File: src/rtl/jedro_1_core.sv
//------------------------------------------------------------------------------
// jedro_1_core: minimal multi-cycle RV32I-subset core (no pipeline).
//
// Each instruction walks FETCH -> EXEC (-> LOAD_WB for LW) -> FETCH.
// The instruction ROM and the data RAM are synchronous: read data arrives one
// cycle after the enable/address is presented.
//
// Supported: LUI, AUIPC, OP-IMM, OP, JAL, JALR, branches, LW, SW.
// Anything else, including illegal funct fields, retires as a NOP.
//
// Parameters
//   DATA_WIDTH  data/instruction width (only 32 supported)
//   ADDR_WIDTH  byte-address width of both memory ports
//   BOOT_ADDR   PC after reset
//
// Ports
//   clk_i         clock, rising edge
//   rst_i         synchronous reset, active high
//   imem_en_o     instruction read enable (FETCH only)
//   imem_addr_o   instruction byte address (= PC during FETCH, else 0)
//   imem_rdata_i  instruction word, valid the cycle after FETCH
//   dmem_en_o     data access enable (EXEC of LW/SW only)
//   dmem_we_o     byte write enables, 4'hF for SW, 0 for LW
//   dmem_addr_o   data byte address rs1 + imm, low bits passed through
//   dmem_wdata_o  store data (rs2) for SW, 0 otherwise
//   dmem_rdata_i  load data, valid in LOAD_WB
//
// Sub-module jedro_1_regfile (instance regfile_inst) holds regfile[0:31].
//------------------------------------------------------------------------------
`timescale 1ns/1ps

module jedro_1_regfile #(
    parameter int DATA_WIDTH = 32
) (
    input  logic                  clk,
    input  logic                  rst,
    input  logic                  we,
    input  logic [4:0]            waddr,
    input  logic [DATA_WIDTH-1:0] wdata,
    input  logic [4:0]            raddr_a,
    input  logic [4:0]            raddr_b,
    output logic [DATA_WIDTH-1:0] rdata_a,
    output logic [DATA_WIDTH-1:0] rdata_b
);

    logic [DATA_WIDTH-1:0] regfile [0:31];

    // Register storage: cleared on reset, x0 is never written.
    always_ff @(posedge clk) begin
        if (rst) begin
            for (int i = 0; i < 32; i++) begin
                regfile[i] <= {DATA_WIDTH{1'b0}};
            end
        end else if (we && (waddr != 5'd0)) begin
            regfile[waddr] <= wdata;
        end
    end

    // Reads are asynchronous, so they see the value before this cycle's write.
    assign rdata_a = (raddr_a == 5'd0) ? {DATA_WIDTH{1'b0}} : regfile[raddr_a];
    assign rdata_b = (raddr_b == 5'd0) ? {DATA_WIDTH{1'b0}} : regfile[raddr_b];

endmodule

module jedro_1_core #(
    parameter int                    DATA_WIDTH = 32,
    parameter int                    ADDR_WIDTH = 32,
    parameter logic [ADDR_WIDTH-1:0] BOOT_ADDR  = {ADDR_WIDTH{1'b0}}
) (
    input  logic                  clk_i,
    input  logic                  rst_i,
    output logic                  imem_en_o,
    output logic [ADDR_WIDTH-1:0] imem_addr_o,
    input  logic [DATA_WIDTH-1:0] imem_rdata_i,
    output logic                  dmem_en_o,
    output logic [3:0]            dmem_we_o,
    output logic [ADDR_WIDTH-1:0] dmem_addr_o,
    output logic [DATA_WIDTH-1:0] dmem_wdata_o,
    input  logic [DATA_WIDTH-1:0] dmem_rdata_i
);

    localparam logic [6:0] OPC_LUI    = 7'b0110111;
    localparam logic [6:0] OPC_AUIPC  = 7'b0010111;
    localparam logic [6:0] OPC_JAL    = 7'b1101111;
    localparam logic [6:0] OPC_JALR   = 7'b1100111;
    localparam logic [6:0] OPC_BRANCH = 7'b1100011;
    localparam logic [6:0] OPC_LOAD   = 7'b0000011;
    localparam logic [6:0] OPC_STORE  = 7'b0100011;
    localparam logic [6:0] OPC_OPIMM  = 7'b0010011;
    localparam logic [6:0] OPC_OP     = 7'b0110011;

    typedef enum logic [1:0] {
        ST_FETCH   = 2'd0,
        ST_EXEC    = 2'd1,
        ST_LOAD_WB = 2'd2
    } state_t;

    state_t                state_r, state_next_s;
    logic [ADDR_WIDTH-1:0] pc_r, pc_next_s, pc_plus4_s;
    logic [4:0]            ld_rd_r, ld_rd_next_s;

    // Decode fields
    logic [DATA_WIDTH-1:0] instr_s;
    logic [6:0]            opcode_s, funct7_s;
    logic [2:0]            funct3_s;
    logic [4:0]            rd_s, rs1_s, rs2_s;
    logic [31:0]           imm_i_s, imm_s_s, imm_b_s, imm_u_s, imm_j_s;
    logic [31:0]           rs1_val_s, rs2_val_s, jalr_tgt_s;
    logic                  op_ok_s, imm_ok_s, imm_alt_s, br_taken_s;

    // Regfile write port
    logic                  rf_we_s;
    logic [4:0]            rf_waddr_s;
    logic [DATA_WIDTH-1:0] rf_wdata_s;

    // Ungated bus requests
    logic                  imem_en_s, dmem_en_s;
    logic [ADDR_WIDTH-1:0] imem_addr_s, dmem_addr_s;
    logic [3:0]            dmem_we_s;
    logic [DATA_WIDTH-1:0] dmem_wdata_s;

    // Shared ALU for OP and OP-IMM; alt selects SUB/SRA.
    function automatic logic [31:0] alu_f(input logic [31:0] a, input logic [31:0] b,
                                          input logic [2:0] f3, input logic alt);
        logic [31:0] res;
        case (f3)
            3'b000:  res = alt ? (a - b) : (a + b);
            3'b001:  res = a << b[4:0];
            3'b010:  res = {31'd0, ($signed(a) < $signed(b))};
            3'b011:  res = {31'd0, (a < b)};
            3'b100:  res = a ^ b;
            3'b101:  res = alt ? $unsigned($signed(a) >>> b[4:0]) : (a >> b[4:0]);
            3'b110:  res = a | b;
            3'b111:  res = a & b;
            default: res = a + b;
        endcase
        return res;
    endfunction

    assign instr_s  = imem_rdata_i;
    assign opcode_s = instr_s[6:0];
    assign rd_s     = instr_s[11:7];
    assign funct3_s = instr_s[14:12];
    assign rs1_s    = instr_s[19:15];
    assign rs2_s    = instr_s[24:20];
    assign funct7_s = instr_s[31:25];

    assign imm_i_s = {{20{instr_s[31]}}, instr_s[31:20]};
    assign imm_s_s = {{20{instr_s[31]}}, instr_s[31:25], instr_s[11:7]};
    assign imm_b_s = {{19{instr_s[31]}}, instr_s[31], instr_s[7], instr_s[30:25],
                      instr_s[11:8], 1'b0};
    assign imm_u_s = {instr_s[31:12], 12'd0};
    assign imm_j_s = {{11{instr_s[31]}}, instr_s[31], instr_s[19:12], instr_s[20],
                      instr_s[30:21], 1'b0};

    assign pc_plus4_s = pc_r + 32'd4;
    assign jalr_tgt_s = (rs1_val_s + imm_i_s) & 32'hFFFF_FFFE;

    // Register-register ops: only funct7 0x00, or 0x20 for SUB/SRA.
    assign op_ok_s = (funct7_s == 7'h00) ||
                     ((funct7_s == 7'h20) && ((funct3_s == 3'b000) || (funct3_s == 3'b101)));
    // imm[10] picks SRAI; ADDI never subtracts.
    assign imm_alt_s = (funct3_s == 3'b101) && instr_s[30];

    jedro_1_regfile #(
        .DATA_WIDTH(DATA_WIDTH)
    ) regfile_inst (
        .clk     (clk_i),
        .rst     (rst_i),
        .we      (rf_we_s),
        .waddr   (rf_waddr_s),
        .wdata   (rf_wdata_s),
        .raddr_a (rs1_s),
        .raddr_b (rs2_s),
        .rdata_a (rs1_val_s),
        .rdata_b (rs2_val_s)
    );

    // Shift immediates must carry a legal upper field.
    always_comb begin
        imm_ok_s = 1'b1;
        case (funct3_s)
            3'b001:  imm_ok_s = (funct7_s == 7'h00);
            3'b101:  imm_ok_s = (funct7_s == 7'h00) || (funct7_s == 7'h20);
            default: imm_ok_s = 1'b1;
        endcase
    end

    // Branch condition; funct3 010/011 are undefined and never taken.
    always_comb begin
        br_taken_s = 1'b0;
        case (funct3_s)
            3'b000:  br_taken_s = (rs1_val_s == rs2_val_s);
            3'b001:  br_taken_s = (rs1_val_s != rs2_val_s);
            3'b100:  br_taken_s = ($signed(rs1_val_s) <  $signed(rs2_val_s));
            3'b101:  br_taken_s = ($signed(rs1_val_s) >= $signed(rs2_val_s));
            3'b110:  br_taken_s = (rs1_val_s <  rs2_val_s);
            3'b111:  br_taken_s = (rs1_val_s >= rs2_val_s);
            default: br_taken_s = 1'b0;
        endcase
    end

    // FSM next state, PC update, writeback and bus requests.
    always_comb begin
        state_next_s = state_r;
        pc_next_s    = pc_r;
        ld_rd_next_s = ld_rd_r;
        rf_we_s      = 1'b0;
        rf_waddr_s   = rd_s;
        rf_wdata_s   = {DATA_WIDTH{1'b0}};
        imem_en_s    = 1'b0;
        imem_addr_s  = {ADDR_WIDTH{1'b0}};
        dmem_en_s    = 1'b0;
        dmem_we_s    = 4'h0;
        dmem_addr_s  = {ADDR_WIDTH{1'b0}};
        dmem_wdata_s = {DATA_WIDTH{1'b0}};
        case (state_r)
            ST_FETCH: begin
                imem_en_s    = 1'b1;
                imem_addr_s  = pc_r;
                state_next_s = ST_EXEC;
            end
            ST_EXEC: begin
                state_next_s = ST_FETCH;
                pc_next_s    = pc_plus4_s;
                case (opcode_s)
                    OPC_LUI: begin
                        rf_we_s    = 1'b1;
                        rf_wdata_s = imm_u_s;
                    end
                    OPC_AUIPC: begin
                        rf_we_s    = 1'b1;
                        rf_wdata_s = pc_r + imm_u_s;
                    end
                    OPC_JAL: begin
                        rf_we_s    = 1'b1;
                        rf_wdata_s = pc_plus4_s;
                        pc_next_s  = pc_r + imm_j_s;
                    end
                    OPC_JALR: begin
                        if (funct3_s == 3'b000) begin
                            rf_we_s    = 1'b1;
                            rf_wdata_s = pc_plus4_s;
                            pc_next_s  = jalr_tgt_s;
                        end else begin
                            rf_we_s = 1'b0;
                        end
                    end
                    OPC_BRANCH: begin
                        if (br_taken_s) begin
                            pc_next_s = pc_r + imm_b_s;
                        end else begin
                            pc_next_s = pc_plus4_s;
                        end
                    end
                    OPC_LOAD: begin
                        if (funct3_s == 3'b010) begin
                            dmem_en_s    = 1'b1;
                            dmem_addr_s  = rs1_val_s + imm_i_s;
                            ld_rd_next_s = rd_s;
                            pc_next_s    = pc_r;
                            state_next_s = ST_LOAD_WB;
                        end else begin
                            dmem_en_s = 1'b0;
                        end
                    end
                    OPC_STORE: begin
                        if (funct3_s == 3'b010) begin
                            dmem_en_s    = 1'b1;
                            dmem_we_s    = 4'hF;
                            dmem_addr_s  = rs1_val_s + imm_s_s;
                            dmem_wdata_s = rs2_val_s;
                        end else begin
                            dmem_en_s = 1'b0;
                        end
                    end
                    OPC_OPIMM: begin
                        if (imm_ok_s) begin
                            rf_we_s    = 1'b1;
                            rf_wdata_s = alu_f(rs1_val_s, imm_i_s, funct3_s, imm_alt_s);
                        end else begin
                            rf_we_s = 1'b0;
                        end
                    end
                    OPC_OP: begin
                        if (op_ok_s) begin
                            rf_we_s    = 1'b1;
                            rf_wdata_s = alu_f(rs1_val_s, rs2_val_s, funct3_s, funct7_s[5]);
                        end else begin
                            rf_we_s = 1'b0;
                        end
                    end
                    default: rf_we_s = 1'b0;
                endcase
            end
            ST_LOAD_WB: begin
                rf_we_s      = 1'b1;
                rf_waddr_s   = ld_rd_r;
                rf_wdata_s   = dmem_rdata_i;
                pc_next_s    = pc_plus4_s;
                state_next_s = ST_FETCH;
            end
            default: state_next_s = ST_FETCH;
        endcase
    end

    // While reset is held no request may reach either memory.
    always_comb begin
        if (rst_i) begin
            imem_en_o    = 1'b0;
            imem_addr_o  = {ADDR_WIDTH{1'b0}};
            dmem_en_o    = 1'b0;
            dmem_we_o    = 4'h0;
            dmem_addr_o  = {ADDR_WIDTH{1'b0}};
            dmem_wdata_o = {DATA_WIDTH{1'b0}};
        end else begin
            imem_en_o    = imem_en_s;
            imem_addr_o  = imem_addr_s;
            dmem_en_o    = dmem_en_s;
            dmem_we_o    = dmem_we_s;
            dmem_addr_o  = dmem_addr_s;
            dmem_wdata_o = dmem_wdata_s;
        end
    end

    // State, PC and pending load destination.
    always_ff @(posedge clk_i) begin
        if (rst_i) begin
            state_r <= ST_FETCH;
            pc_r    <= BOOT_ADDR;
            ld_rd_r <= 5'd0;
        end else begin
            state_r <= state_next_s;
            pc_r    <= pc_next_s;
            ld_rd_r <= ld_rd_next_s;
        end
    end

endmodule

File: config.mk
export PLATFORM = sky130hd
export DESIGN_NAME = jedro_1_core
export DESIGN_NICKNAME = d
export VERILOG_FILES = /design/src/rtl/jedro_1_core.sv
export SDC_FILE = /design/constraint.sdc
export NUM_CORES = 2
export LEC_CHECK = 0
export CAP_MARGIN = 20
export CORE_ASPECT_RATIO = 1.2
export CORE_MARGIN = 5
export CORE_UTILIZATION = 45
export CTS_BUF_LIST = sky130_fd_sc_hd__clkbuf_8
export CTS_CLUSTER_DIAMETER = 200
export DETAILED_ROUTE_END_ITERATION = 12
export PLACE_DENSITY_LB_ADDON = 0.25
export SYNTH_ARGS = -nofsm -noshare
export SYNTH_HDL_FRONTEND = slang
export SYNTH_SLANG_ARGS = --single-unit
File: constraint.sdc
create_clock -name clk_i -period 10 [get_ports clk_i]
set_input_delay 2 -clock clk_i [delete_from_list [all_inputs] [get_ports clk_i]]
set_output_delay 2 -clock clk_i [all_outputs]
set_load 0.02 [all_outputs]
== Yosys cells after proc, flatten, opt, wreduce, memory -nomap -nowiden ==
Memories as Yosys holds them, arrays and structs flattened.
Cells that the tools add are included.
Widths: inputs -> output; s select.

* Logic and storage cells: 129
* Memories kept: 1
* Memory bits (writable): 1024
* Flip-flop bits (word level): 39

* Reductions and logical operators: 18
* Equal/unequal tests: 22
* Add/subtract/negate cells: 9
* Bitwise logic cells: 6
* Shift-type cells: 6
* Muxes and demuxes: 58
* Order comparisons: 6

{| class="wikitable"
|+ Memories
! memory !! depth !! width !! read ports !! clocked after memory_dff !! write ports !! RTL line !! RTL
|-
| regfile_inst.regfile || 32 || 32 || 2 || 0 || 32 || 46 || <nowiki>logic [DATA_WIDTH-1:0] regfile [0:31];</nowiki>
|}

{| class="wikitable"
|+ Operators by type and width
! cell !! number
|-
| $mux 32 || 23
|-
| $pmux 32 s8 || 2
|-
| $add 32x32->32 || 6
|-
| $pmux 32 s2 || 3
|-
| $pmux 32 s6 || 1
|-
| $pmux 32 s4 || 1
|-
| $lt 32x32->1 || 3
|-
| $and 32x32->32 || 2
|-
| $ge 32x32->1 || 2
|-
| $or 32x32->32 || 2
|-
| $shl 32x5->32 || 2
|-
| $shr 32x5->32 || 2
|-
| $sshr 32x5->32 || 2
|-
| $sub 32x32->32 || 2
|-
| $xor 32x32->32 || 2
|-
| $add 32x3->32 const B || 1
|-
| $eq 32x32->1 || 1
|-
| $lt 32x12->1 || 1
|-
| $ne 32x32->1 || 1
|-
| $reduce_or 32->1 || 1
|-
| $eq 7x6->1 const B || 4
|-
| $eq 7x7->1 const B || 3
|-
| $mux 4 || 4
|-
| $mux 1 || 15
|-
| 26 further kinds || 39
|}

== Longest topological paths before layout ==
* Depth in word-level cells: 13
* Gate-level depth with buffers: 33
* Gate-level depth less buffers: 21

== Hierarchy ==
A second synthesis with hierarchy kept.

* Cells, all modules: 7237
* Area total of the unflattened synthesis: 79175.9 um^2

{| class="wikitable"
|+ Modules (own cells, without submodules)
! module !! seq. area each (um^2) !! area each (um^2) !! times used !! cells an instance
|-
| jedro_1_regfile || 30749.5 || 54268.3 || 1 || 3518
|-
| jedro_1_core || 760.7 || 24907.6 || 1 || 3719
|}

== Worst setup path before layout ==
OpenSTA, ideal clock, no wires.

* Path type: in2out
* Start point: input port imem_rdata_i[15]
* End point: output port dmem_addr_o[23]
* Cell stages on the path: 22
* Arrival: 6704 ps
* Slack: 1296 ps
* Cell sequence: buf_6 > buf_12 > buf_6 > buf_6 > buf_6 > mux4_2 > a2111o_1 > nand3_1 > inv_1 > ha_1 > a21o_1 > a21o_1 > a21o_1 > a21oi_1 > o21ai_0 > a21o_1 > a21boi_0 > nor2_1 > o22ai_1 > nor2_1 > or3_1 > a21oi_1

* Cells in the longest elaborated chain, start to end: 7
* Elaborated cells between the ends (all ways): 10
* Classes of those cells: add/sub (2); mux (6); reduce/logical (1); memory (1)

{| class="wikitable"
|+ RTL lines
! element !! RTL line !! RTL
|-
| start: declaration || 74 || <nowiki>input logic [DATA_WIDTH-1:0] imem_rdata_i,</nowiki>
|-
| $mem_v2 32x32 or $logic_not 5->1 (tied branches) || -- ||
|-
| $mux 32 * || 60 || <nowiki>assign rdata_a = (raddr_a == 5'd0) ? {DATA_WIDTH{1'b0}} : regfile[raddr_a];</nowiki>
|-
| $add 32x32->32 (on tied branches) || -- ||
|-
| $mux 32 (on tied branches) || 268, 257 ||
|-
| $pmux 32 s2 * || 226 || <nowiki>case (opcode_s)</nowiki>
|-
| $mux 32 * || 217 || <nowiki>case (state_r)</nowiki>
|-
| $mux 32 * || 309 || <nowiki>if (rst_i) begin</nowiki>
|-
| end: declaration || 77 || <nowiki>output logic [ADDR_WIDTH-1:0] dmem_addr_o,</nowiki>
|}

Mark *: on every way between the ends. The rest lies on a longest branch, timed or not.

== Final worst setup path ==
* Start point: input port imem_rdata_i[18]
* End point: output port dmem_addr_o[24]

Same word-level chain as after synthesis.

==> results.cfg <==
[outcome]
outcome = finished clean

[clock_network]
clock_latency_ns = 1.00
cts_htree_levels = 4
cts-buffers-inserted = 170
root_buffer = clkbuf_8
clk_pin_slew_worst_paths_ns = 0.05
post_cts_buffers = 0
clock_path_buffers = 3
clkSinkCount = 1062
cts_resized = 0
hold_buffers = 0
tritoncts = done

[critical_path]
startpoint = imem_rdata_i[18]
r2r_cells = 19
path_cells = buf_2 -> nor2b_4 -> buf_12 -> buf_4 -> a22o_1 -> a211oi_1 -> buf_4 -> nor3_1 -> ha_1 -> buf_4 -> nor4_1 -> buf_4 -> nor3b_1 -> nor2b_1 -> a211oi_1 -> xnor2_1 -> mux2i_1 -> nor2_1 -> clkdlybuf4s50_1
cp.depth = 19
cp_common_cell = buf_4
rrSetupSlack_ns = 2.83
rr_startpoint = regfile_inst.regfile[28][6]$_SDFFCE_PN0P_
endpoint = dmem_addr_o[24]
max_stage_delay_ns = 0.90
critPathBufInv = 7
regToRegEndpoint = regfile_inst.regfile[31][14]$_SDFFCE_PN0P_
path_class = input pin to output port
critPathArrivalTime_ns = 7.92
slowest_stage = nor3_1
required_ns = 8.00
crit_family = simple AND/OR/NAND/NOR gates
critPathLaunchType = input pin
crit_path_end_kind = output port
cp_max_fo = 16

[timing]
rsz0062_at_grt = false
period_share_pct = 99.19
slew_violations = 0
clock.fmax_mhz = 100.8
final_hold_viol_count = 0
tightest_slew_ns = 1.327
setup_viol_count_final = 0
slew-limit-headroom_pct = 10.88
period_needed_ns = 9.919
clock-skew-final_ns = 0.1167
fin_setup_tns_ns = 0

[pwr]
power_density_nw_per_um2 = 145.2
ir_drop_v = 0.0001398
power_leakage_nw = 33.62

[logic_synthesis]
yosysMostFrequentCell = nor2_1
netlist_area_um2 = 80060
synth_top_cells_by_area = edfxtp_1, mux4_2, nor2_1
avgSynthCellArea_um2 = 10.08
async_reset_ff_share_pct = 0
yosysUniqueCellTypes = 126
synth_top_cell_by_area = edfxtp_1
synth-seq-cells = 1062
synth_edf_count = 1024
synth_top_area_share_pct = 38.41
ys.warnings.count = 0
ys.flop_type = edfxtp_1
ys_seq_area_share_pct = 39.36
synth_commonest_cells = nor2_1, edfxtp_1, nand2_1
synthCells = 7939

[finish]
instances_no_fill = 10788
drive_gt1_share_pct = 19.94
area_growth_pct = 13.99
nets = 8670

[global_route]
track_usage_pct = 47.77
antenna_found_initial = 34
busiest_layer = met2
grt_first_pass_wirelength_mm = 620.3
met2_usage_pct = 72.91
grt_max_degree = 65
grt.overflow.total = 0
grtUsageMet3_pct = 11.65
grt_util_met1_pct = 55.85
grt_pass1_vias = 73646

[detailed_routing]
drtAntennaViolNets = 0
drt_iter0_markers = 12166
num_vias = 77633
wl_per_cell_um = 42.76
drc = 0
postRouteWirelength_mm = 461.3
dr.pass1.iters = 10
viasPerCell = 7.196

[placement]
dp_hpwl_mm = 338.3
dp_cells = 10457
io_buffers = 166
place_congestion = 1.102

[floorplanning]
die_y_um = 472.1
num_io_pins = 168
dieWidth_um = 395.0
dieArea_um2 = 186500
core.rowCount = 169
core_area_um2 = 176800
initial_core_util_pct = 45.29

[job]
cap_violations = 0

[worst_hold_path]
hold_class = flip-flop to flip-flop
how the worst min path moves through the flow:
stage / from / end / slack (ns) / depth (start not counted)
3_3_place_gp: ld_rd_r[4]$_SDFFE_PP0P_ / ld_rd_r[4]$_SDFFE_PP0P_ / 0.51 / 2
5_1_grt: ld_rd_r[3]$_SDFFE_PP0P_ / ld_rd_r[3]$_SDFFE_PP0P_ / 0.58 / 2
4_1_cts: ld_rd_r[4]$_SDFFE_PP0P_ / ld_rd_r[4]$_SDFFE_PP0P_ / 0.53 / 2
3_5_place_dp: ld_rd_r[4]$_SDFFE_PP0P_ / ld_rd_r[4]$_SDFFE_PP0P_ / 0.52 / 2
2_1_floorplan: ld_rd_r[4]$_SDFFE_PP0P_ / ld_rd_r[4]$_SDFFE_PP0P_ / 0.48 / 2
6_report: ld_rd_r[4]$_SDFFE_PP0P_ / ld_rd_r[4]$_SDFFE_PP0P_ / 0.52 / 2
final cells by class:
class                      instances  area, um2
antenna                           23      57.56
clock buffer                     173       2381
clock inverter                   132      868.3
fill                           16097      85510
inverter                         175      661.9
multi-input combinational       6004      44890
sequential                      1062      31510
tap                             2308       2888
timing repair buffer             911       8009
metal layers:
layer | routed length [um] | vias to the layer above
met5 | 100 | -
met4 | 54310 | 18
met3 | 52190 | 1806
met2 | 199400 | 6649
met1 | 155300 | 38367
li1 | - | 30793
report_power, final:
part / internal, mW / switching (mW)
logic: 1.44 / 2.98
clock network: 1.78 / 1.93
registers: 5.02 / 0.0961
metrics by stage:
step | power [mW] | util, % | area, um2 | setup WS (ns) | hold slack (ns)
global placement | 9.387 | 49.72 | 87900 | 0.03315 | 0.5098
CTS | 13.01 | 51.57 | 91160 | 0.04250 | 0.5296
global route | 13.51 | 51.62 | 91250 | 0.08026 | 0.5837
finish | 13.25 | 51.63 | 91260 | 0.08060 | 0.5225
detailed placement | 9.374 | 49.73 | 87910 | 0.07854 | 0.5173
floorplan | 7.375 | - | 80180 | 1.296 | 0.4803
worst reg2reg max path: stages, from the launching register on:
cell	delay, ns
edfxtp_1	0.42
mux4_2	0.47
a22oi_1	0.28
nand4_1	0.57
nand2_2	0.41
nor2_1	0.21
ha_1	0.37
a21oi_1	0.20
o21bai_1	0.10
a31o_2	0.22
a21oi_1	0.38
buf_4	0.22
o21ai_0	0.28
xnor2_1	0.90
nand2_1	0.32
a31oi_1	0.43
nand3_1	0.21
o31ai_4	0.43
buf_12	0.29
nor2_1	0.13
cell families after synthesis:
group,share of synthesized area (%)
multiplexers,17.97
buffers and inverters,5.332
AO/OA/AOI/OAI,16.08
other,0.004684
adder cells (fa/ha/maj),4.451
flip-flops,39.36
XOR/XNOR,1.936
AND/OR/NAND/NOR,14.86
flip-flops by register name, indices dropped and copies added (netlist names):
register and count:
pc_r 31, ld_rd_r 5, state_r 2, regfile_inst.regfile 1024
layout by cell type (no fill, tap or decap), types with 32 or more instances in the layout:
cell type and count:
mux2i_1 370, o21bai_1 33, o211ai_1 62, nand2b_1 36, o21ai_0 354, buf_12 61
and2_1 56, o31ai_1 44, edfxtp_1 1024, a22oi_1 95, a31oi_1 62, xor2_1 60
nor2_1 1426, nor3_1 171, dfxtp_1 38, o22ai_1 117, clkdlybuf4s50_1 150, nor2b_1 37
nand2_1 536, conb_1 33, a221oi_1 66, xnor2_1 117, inv_1 196, a21o_1 79
a211oi_1 86, a22o_1 51, buf_4 686, nand4_1 57, mux4_2 387, clkbuf_8 173
nand3_1 132, a211o_1 34, or3_1 34, nand2_2 61, clkinv_1 49, a21oi_1 377
ha_1 272, o221ai_1 70, o22a_1 32, mux2_2 109
Power figures use the tool's default switching activity.
